--- config.mk ---
export PLATFORM = sky130hd
export DESIGN_NAME = alu_arbiter
export DESIGN_NICKNAME = d
export VERILOG_FILES = /design/src/rtl/alu_arbiter.sv
export SDC_FILE = /design/constraint.sdc
export NUM_CORES = 1
export LEC_CHECK = 0
export CORE_AREA = 2 2 114 116
export DETAILED_ROUTE_END_ITERATION = 10
export DIE_AREA = 0 0 116 118
export DONT_BUFFER_PORTS = 1
export GPL_TIMING_DRIVEN = 0
export PLACE_DENSITY = 0.66
export SYNTH_ARGS = -nofsm -noshare
export SYNTH_HDL_FRONTEND = slang
export SYNTH_SLANG_ARGS = --single-unit
--- constraint.sdc ---
create_clock -name clk -period 1.8 [get_ports clk]
set_input_delay 0.27 -clock clk [delete_from_list [all_inputs] [get_ports clk]]
set_output_delay 0.27 -clock clk [all_outputs]
set_load 0.02 [all_outputs]
--- src/rtl/alu_arbiter.sv ---
// Round-robin arbiter sharing one combinational ALU between two requesters; result returns 2 edges after accept.
// Request is refused outside IDLE; a stalled response holds RESP and all outputs until the owner takes it.
module alu_arbiter #(
    parameter int alu_op_size      = 4,
    parameter int alu_operand_size = 32
) (
    input  logic                        clk,
    input  logic                        rst_n,
    input  logic                        req_valid_0,
    input  logic                        req_valid_1,
    output logic                        req_ready_0,
    output logic                        req_ready_1,
    input  logic [alu_op_size-1:0]      req_alu_op_0,
    input  logic [alu_op_size-1:0]      req_alu_op_1,
    input  logic [alu_operand_size-1:0] req_op1_0,
    input  logic [alu_operand_size-1:0] req_op1_1,
    input  logic [alu_operand_size-1:0] req_op2_0,
    input  logic [alu_operand_size-1:0] req_op2_1,
    input  logic [2:0]                  req_branch_0,
    input  logic [2:0]                  req_branch_1,
    output logic                        rsp_valid_0,
    output logic                        rsp_valid_1,
    input  logic                        rsp_ready_0,
    input  logic                        rsp_ready_1,
    output logic [alu_operand_size-1:0] rsp_result,
    output logic                        rsp_zero,
    output logic [alu_op_size-1:0]      alu_op,
    output logic [alu_operand_size-1:0] alu_op1,
    output logic [alu_operand_size-1:0] alu_op2,
    output logic [2:0]                  alu_branch,
    input  logic [alu_operand_size-1:0] alu_result,
    input  logic                        alu_zero,
    output logic                        busy,
    output logic                        grant_id
);

    typedef enum logic [1:0] {IDLE, EXEC, RESP} state_t;

    state_t                      state_q, state_d;
    logic                        prio_q, prio_d;
    logic                        grant_q, grant_d;
    logic                        busy_q, busy_d;
    logic [1:0]                  rsp_valid_q, rsp_valid_d;
    logic [alu_op_size-1:0]      op_q, op_d;
    logic [alu_operand_size-1:0] op1_q, op1_d;
    logic [alu_operand_size-1:0] op2_q, op2_d;
    logic [2:0]                  br_q, br_d;
    logic [alu_operand_size-1:0] result_q, result_d;
    logic                        zero_q, zero_d;
    logic                        any_vld;
    logic                        win;
    logic                        owner_rdy;

    always_comb begin
        state_d     = state_q;
        prio_d      = prio_q;
        grant_d     = grant_q;
        busy_d      = busy_q;
        rsp_valid_d = rsp_valid_q;
        op_d        = op_q;
        op1_d       = op1_q;
        op2_d       = op2_q;
        br_d        = br_q;
        result_d    = result_q;
        zero_d      = zero_q;

        any_vld   = req_valid_0 | req_valid_1;
        win       = (req_valid_0 && req_valid_1) ? prio_q : req_valid_1;
        owner_rdy = grant_q ? rsp_ready_1 : rsp_ready_0;

        // Ready is gated by rst_n so it reads 0 while reset is held.
        req_ready_0 = rst_n && (state_q == IDLE) && any_vld && !win;
        req_ready_1 = rst_n && (state_q == IDLE) && any_vld && win;

        case (state_q)
            IDLE: begin
                if (any_vld) begin
                    state_d = EXEC;
                    busy_d  = 1'b1;
                    grant_d = win;
                    op_d    = win ? req_alu_op_1 : req_alu_op_0;
                    op1_d   = win ? req_op1_1    : req_op1_0;
                    op2_d   = win ? req_op2_1    : req_op2_0;
                    br_d    = win ? req_branch_1 : req_branch_0;
                end
            end
            EXEC: begin
                state_d  = RESP;
                result_d = alu_result;
                // A floating or unknown flag must land as 0, so only a true 1 sets it.
                zero_d   = 1'b0;
                if (alu_zero) begin
                    zero_d = 1'b1;
                end
                rsp_valid_d = grant_q ? 2'b10 : 2'b01;
            end
            RESP: begin
                if (owner_rdy) begin
                    state_d     = IDLE;
                    busy_d      = 1'b0;
                    rsp_valid_d = 2'b00;
                    prio_d      = !grant_q;
                end
            end
            default: begin
                state_d     = IDLE;
                busy_d      = 1'b0;
                rsp_valid_d = 2'b00;
            end
        endcase
    end

    always_ff @(posedge clk or negedge rst_n) begin
        if (!rst_n) begin
            state_q     <= IDLE;
            prio_q      <= 1'b0;
            grant_q     <= 1'b0;
            busy_q      <= 1'b0;
            rsp_valid_q <= 2'b00;
            op_q        <= '0;
            op1_q       <= '0;
            op2_q       <= '0;
            br_q        <= '0;
            result_q    <= '0;
            zero_q      <= 1'b0;
        end else begin
            state_q     <= state_d;
            prio_q      <= prio_d;
            grant_q     <= grant_d;
            busy_q      <= busy_d;
            rsp_valid_q <= rsp_valid_d;
            op_q        <= op_d;
            op1_q       <= op1_d;
            op2_q       <= op2_d;
            br_q        <= br_d;
            result_q    <= result_d;
            zero_q      <= zero_d;
        end
    end

    assign rsp_valid_0 = rsp_valid_q[0];
    assign rsp_valid_1 = rsp_valid_q[1];
    assign rsp_result  = result_q;
    assign rsp_zero    = zero_q;
    assign alu_op      = op_q;
    assign alu_op1     = op1_q;
    assign alu_op2     = op2_q;
    assign alu_branch  = br_q;
    assign busy        = busy_q;
    assign grant_id    = grant_q;

endmodule

==> reports/results.txt, run 1 <==
First-pass GRT wire length: 24,600 um
Mapped Area: 5460 um2
Syn Nets: 698
Clock slew at reported path FFs: 80 ps
Sinks on the clock net: 111
Grt total ovfl: 0
Initial DRT Pass Iterations: 5
Syn. warnings: 0
Post-Route WL: 16,300 um
Final setup margin: 78.7 ps
Peak supply drop: 0.000717 V
P&R area growth vs syn: 10.0%
Proportion of layout cells with a drive suffix above 1: 0.176
Share of the yosys chip area belonging to registers: 0.508
Nets: 709
CP arrival: 1450 ps
Violated checks: hold timing
Setup WS pre-CTS: -74.7 ps
Fmax: 0.581 GHz
Async SR Flop Fraction: 1.00
Mapped Cells: 517
Final non-filler cell total: 707
Placed inst area: 5680 um2
CTS max path bufs: 2
Dpl hpwl: 11,700 um
Post-route cell area: 6010 um2
Routed Antenna Nets: 0
Final hold violations: 111
Die ar.: 13,700 um2
EDFF count, synth: 0
Largest family of logic cells by synthesized area: compound AO/OA/AOI/OAI gates
Synth Area in XOR/XNOR: 0
Layout Skew: 11.8 ps
PwrDens: 2020 nW/um2
Worst reg-to-reg path cell count: 5
Top cell type's share of synthesized area: 0.508
Yosys reg bits: 111
Commonest cells after routing, fill and taps aside: dfrtp_1 (109), a21oi_1 (72), nand3_1 (71), o21ai_0 (63), a31oi_2 (50)
Slew Limit Fails: 0
Vias in the first global route: 4,425
Worst hold-check path type: input pin to async pin
Setup TNS: 0 ps
CTS Buf Count: 9
Final RePlAce weighted congestion: 0.860
Synth Area in Adders: 0
Initial Util: 0.440
Leak: 0.00216 uW
Initial antenna violation count: 2
Worst hold slack: -403 ps
Core region area: 12,400 um2
Most common flop cell mapped by yosys: dfrtp_1
Setup violators final: 0
Placed cell count: 689
Global Route Usage Sum: 0.233
# H-tree levels: 3
Mux cell area share after synthesis: 0.0738
Tmin final: 1720 ps
Tcrit/Tclk final: 0.956
CP Data Required Time: 1530 ps
DRC viols: 0
Port-buffer cells: 0
Synth area leaders: dfrtp_1 (51%), a31oi_2 (11%), mux2_1 (6.8%), a21oi_1 (6.6%), nand3_1 (6.5%)
Post-synth cell types: 31
Crit. End Element: output pin
Largest net degree at the start of global routing: 114
Root buffer cell: clkbuf_16
Startpoint types: flop
1st-iter DRT viols: 325
Num ports: 291
CTS tree: built
Die Width: 116 um
CP max FO: 9
Max cap viols: 0
Die height: 118 um
WL/cell: 23.1 um
Via count: 4,346
Worst slew margin: 0.680
Commonest non-fill, non-tap cell in the layout: dfrtp_1
Clock latency on the worst-skew pair: 360 ps
Synth area leader: dfrtp_1
Crit Path Category: flop to output pin
Syn avg cell area: 10.6 um2
Worst-Margin Slew: 480 ps
Number of core rows: 41
Synth Area in Simple Gates: 0.0806
Status: finished with violations
RSZ-0062 raised after global routing: no
Vias per std cell: 6.15
Synth Area in Compound Gates: 0.278
power breakdown:
| part | internal (uW) | switching, uW |
|---|---|---|
| registers | 3770 | 2580 |
| logic | 1690 | 2140 |
| clock network | 972 | 997 |
logic make-up (layout without fill, tap and decap cells):
group                  after synthesis  in the layout
AND/OR/NAND/NOR                     85             85
AO/OA/AOI/OAI                      221            221
buffers and inverters               64             80
flip-flops                         111            111
other                                0              2
multiplexers                        36             36
final cells by class:
class | count | area [um2]
plain buffers | 58 | 305
well taps | 172 | 215
diodes | 2 | 5.00
repair buffers | 2 | 15.0
multi-input cells | 342 | 2380
clock buffers | 9 | 225
fillers | 1182 | 6400
clock inverters | 7 | 65.1
flip-flops and latches | 111 | 2780
inverters | 4 | 15.0
path summary, 6_finish.rpt:
check | to | slack [ps] | start
hold / removal | alu_op2[26]$_DFFE_PN0P_ | -400 | rst_n
setup reg to reg | alu_op2[28]$_DFFE_PN0P_ | 170 | prio_q$_DFFE_PN0P_
min in group clk | rsp_result[12]$_DFFE_PN0N_ | 40 | alu_result[12]
setup / recovery | req_ready_0 | 80 | prio_q$_DFFE_PN0P_
max in group asynchronous | alu_op1[11]$_DFFE_PN0P_ | 2020 | rst_n
hold reg to reg | rsp_valid_q[1]$_DFFE_PN0P_ | 580 | state_q[1]$_DFFE_PN0P_
per-layer routing:
layer | vias to the layer above | wire, um | track usage
met5 | - | 0 | 0
met4 | 0 | 252 | 0.0692
met3 | 21 | 1820 | 0.0922
met2 | 255 | 8390 | 0.405
met1 | 2128 | 5860 | 0.261
li1 | 1942 | - | -
metrics by stage:
| stage | utilization | total power (uW) |
|---|---|---|
| after floorplan | - | 9080 |
| after global placement | 0.457 | 9980 |
| after detailed placement | 0.457 | 10200 |
| after CTS | 0.484 | 12200 |
| after global routing | 0.484 | 12900 |
| final | 0.484 | 12100 |
state kept, by name, indices dropped and copies added, names as in the netlist:
register and count:
busy 1, rsp_valid_q 2, grant_id 1, alu_branch 3
alu_op1 32, prio_q 1, alu_op 4, rsp_zero 1
rsp_result 32, state_q 2, alu_op2 32
synth_stat cells (2+ instances only):
cell / instances
o2bb2ai_1: 2
mux2_1: 33
nand3_1: 71
nor2_1: 2
dfrtp_1: 111
o21ai_0: 63
a31oi_1: 22
inv_1: 3
o21ai_1: 10
nand2b_1: 2
clkbuf_1: 42
a21oi_1: 72
buf_6: 9
buf_2: 7
mux2i_1: 2
nand2_1: 2
a31oi_2: 50
critical path, cell delays in order, from the launching register on:
cell and delay [ps]:
dfrtp_1 410, nand2b_1 150, buf_4 190, nand2_2 120, and3_4 240
what timing repair did:
| action | 4_1_cts | 5_1_grt |
|---|---|---|
| setup buffers | 2 | 0 |
| endpoints found under the setup margin | 2 | 2 |
| pin swaps | 3 | 0 |
| endpoints found under the hold margin | 111 | 111 |
| resized for setup | 7 | 3 |
(Power assumes the default switching activity.)
==> run 2: changes to the inputs <==
Settings changed: CORE_AREA 2 2 114 116 to not set, CORE_MARGIN set to 2, CORE_UTILIZATION set to 39, DIE_AREA 0 0 116 118 to not set, PLACE_DENSITY 0.66 to 0.6.
==> reports/results.txt, run 2 (synthesis gave the netlist of run 1 again) <==
CTS tree: built
DRC viols: 0
Layout Skew: 5.51 ps
Final core occ: 0.438
Routed Antenna Nets: 0
Met2 Wirelength: 7960 um
Number of core rows: 43
PwrDens: 2010 nW/um2
Post-Route WL: 16,500 um
Clock slew at reported path FFs: 70 ps
Crit. End Element: output pin
Dpl hpwl: 12,100 um
Max cap viols: 0
Status: finished with violations
Power Total: 12,100 uW
CP Data Required Time: 1530 ps
CP Cell Sequence: nor2_4, and2_4, buf_12, and3_4
Tcrit/Tclk final: 0.964
Via count: 4,289
Num ports: 291
Worst hold slack: -392 ps
Clock latency on the worst-skew pair: 350 ps
Initial DRT Pass Iterations: 4
Startpoint types: flop
Top layer in use: met5
Leak: 0.00219 uW
WL/cell: 23.1 um
Initial Util: 0.397
Peak supply drop: 0.000550 V
# H-tree levels: 3
Register Area: 2780 um2
Commonest non-fill, non-tap cell in the layout: dfrtp_1
# fillers: 1,338
Placed cell count: 697
1st-iter DRT viols: 240
N_diodes: 0
Largest net degree at the start of global routing: 114
Setup violators final: 0
Proportion of layout cells with a drive suffix above 1: 0.183
Die ar.: 15,000 um2
Worst slew margin: 0.658
WL met1: 6450 um
Worst path bufs/invs: 1
Slowest-stage cell, CP: dfrtp_1
CP arrival: 1470 ps
CP max FO: 8
Post-route cell area: 6040 um2
Core region area: 13,800 um2
Placed inst area: 5690 um2
Vias per std cell: 5.99
P&R area growth vs syn: 10.6%
Area of the multi-input gates: 2380 um2
RSZ-0062 raised after global routing: no
Fmax: 0.576 GHz
Vias in the first global route: 4,295
Worst hold-check path type: input pin to async pin
Tmin final: 1740 ps
Delay-heaviest family, CP: simple AND/OR/NAND/NOR gates
Final RePlAce weighted congestion: 0.753
Max stage delay on crit path: 490 ps
Grt total ovfl: 0
Worst-Margin Slew: 514 ps
Die height: 122 um
Slew Limit Fails: 0
Global Route Usage Sum: 0.217
Port-buffer cells: 0
Final hold violations: 111
Sinks on the clock net: 111
Violated checks: hold timing
CTS max path bufs: 2
Initial antenna violation count: 3
First-pass GRT wire length: 24,600 um
CTS Buf Count: 9
Met3 WL post-DR: 1860 um
Nets: 712
Commonest cells after routing, fill and taps aside: dfrtp_1 (110), a21oi_1 (72), nand3_1 (71), o21ai_0 (63), a31oi_2 (50)
Root buffer cell: clkbuf_16
Crit Path Category: flop to output pin
Final non-filler cell total: 716
Die Width: 122 um
## run 2: changes by cell type in the layout (fill, tap and decap cells not counted), sizes merged
cell,previous run,this run
diode,2,0
inv,7,5
clkbuf,52,55
buf,17,20
clkinvlp,3,2
## run 2: cell type report
cell class                 instances  area share
sequential                       111       0.460
timing repair buffer               5     0.00622
clock inverter                     4     0.00476
tap                              180      0.0373
buffer                            58      0.0518
inverter                           4     0.00249
multi-input combinational        342       0.395
clock buffer                      12      0.0425
## run 2: report_power, final
part,leakage (uW),internal [uW],switching [uW],total (uW)
clock network,0.000135,1020,904,1920
registers,0.00126,3770,2590,6350
logic,0.000789,1710,2150,3860
total,0.00219,6500,5640,12100
## run 2: per-layer routing
metal	up-vias	global-route usage
met5	-	0
met4	4	0.0632
met3	18	0.0874
met2	220	0.354
met1	2085	0.265
li1	1962	-
## run 2: final timing paths
kind                                             start                          to  slack (ps)  depth (start not counted)
worst max-delay path            state_q[0]$_DFFE_PN0P_                 req_ready_0          60                          4
worst min register to register      prio_q$_DFFE_PN0P_          prio_q$_DFFE_PN0P_         590                          2
worst max register to register  state_q[0]$_DFFE_PN0P_     alu_op1[31]$_DFFE_PN0P_         140                          5
max in group asynchronous                        rst_n     alu_op2[18]$_DFFE_PN0P_        2030                          0
worst min-delay path                             rst_n   alu_branch[2]$_DFFE_PN0P_        -390                          0
min in group clk                        alu_result[30]  rsp_result[30]$_DFFE_PN0N_          50                          1
## run 2: stage by stage
stage / TNS [ps] / setup slack, ps
finish: 0 / 64.5
global route: 0 / 0.456
CTS: 0 / 14.0
detailed placement: -83.5 / -83.5
global placement: -101 / -101
floorplan: 0 / 232
## run 2: timing repair
action                                  CTS  global route
gates resized for setup                   9             7
setup buffers                             2             3
endpoints found under the setup margin    2            10
pin swaps                                 3             1
endpoints found under the hold margin   111           111
==> run 3: changes to the inputs <==
Settings changed: SKIP_LAST_GASP set to 1.
==> results of run 3 <==
Same layout as run 2: the final DEF is identical, and so are final timing and power.
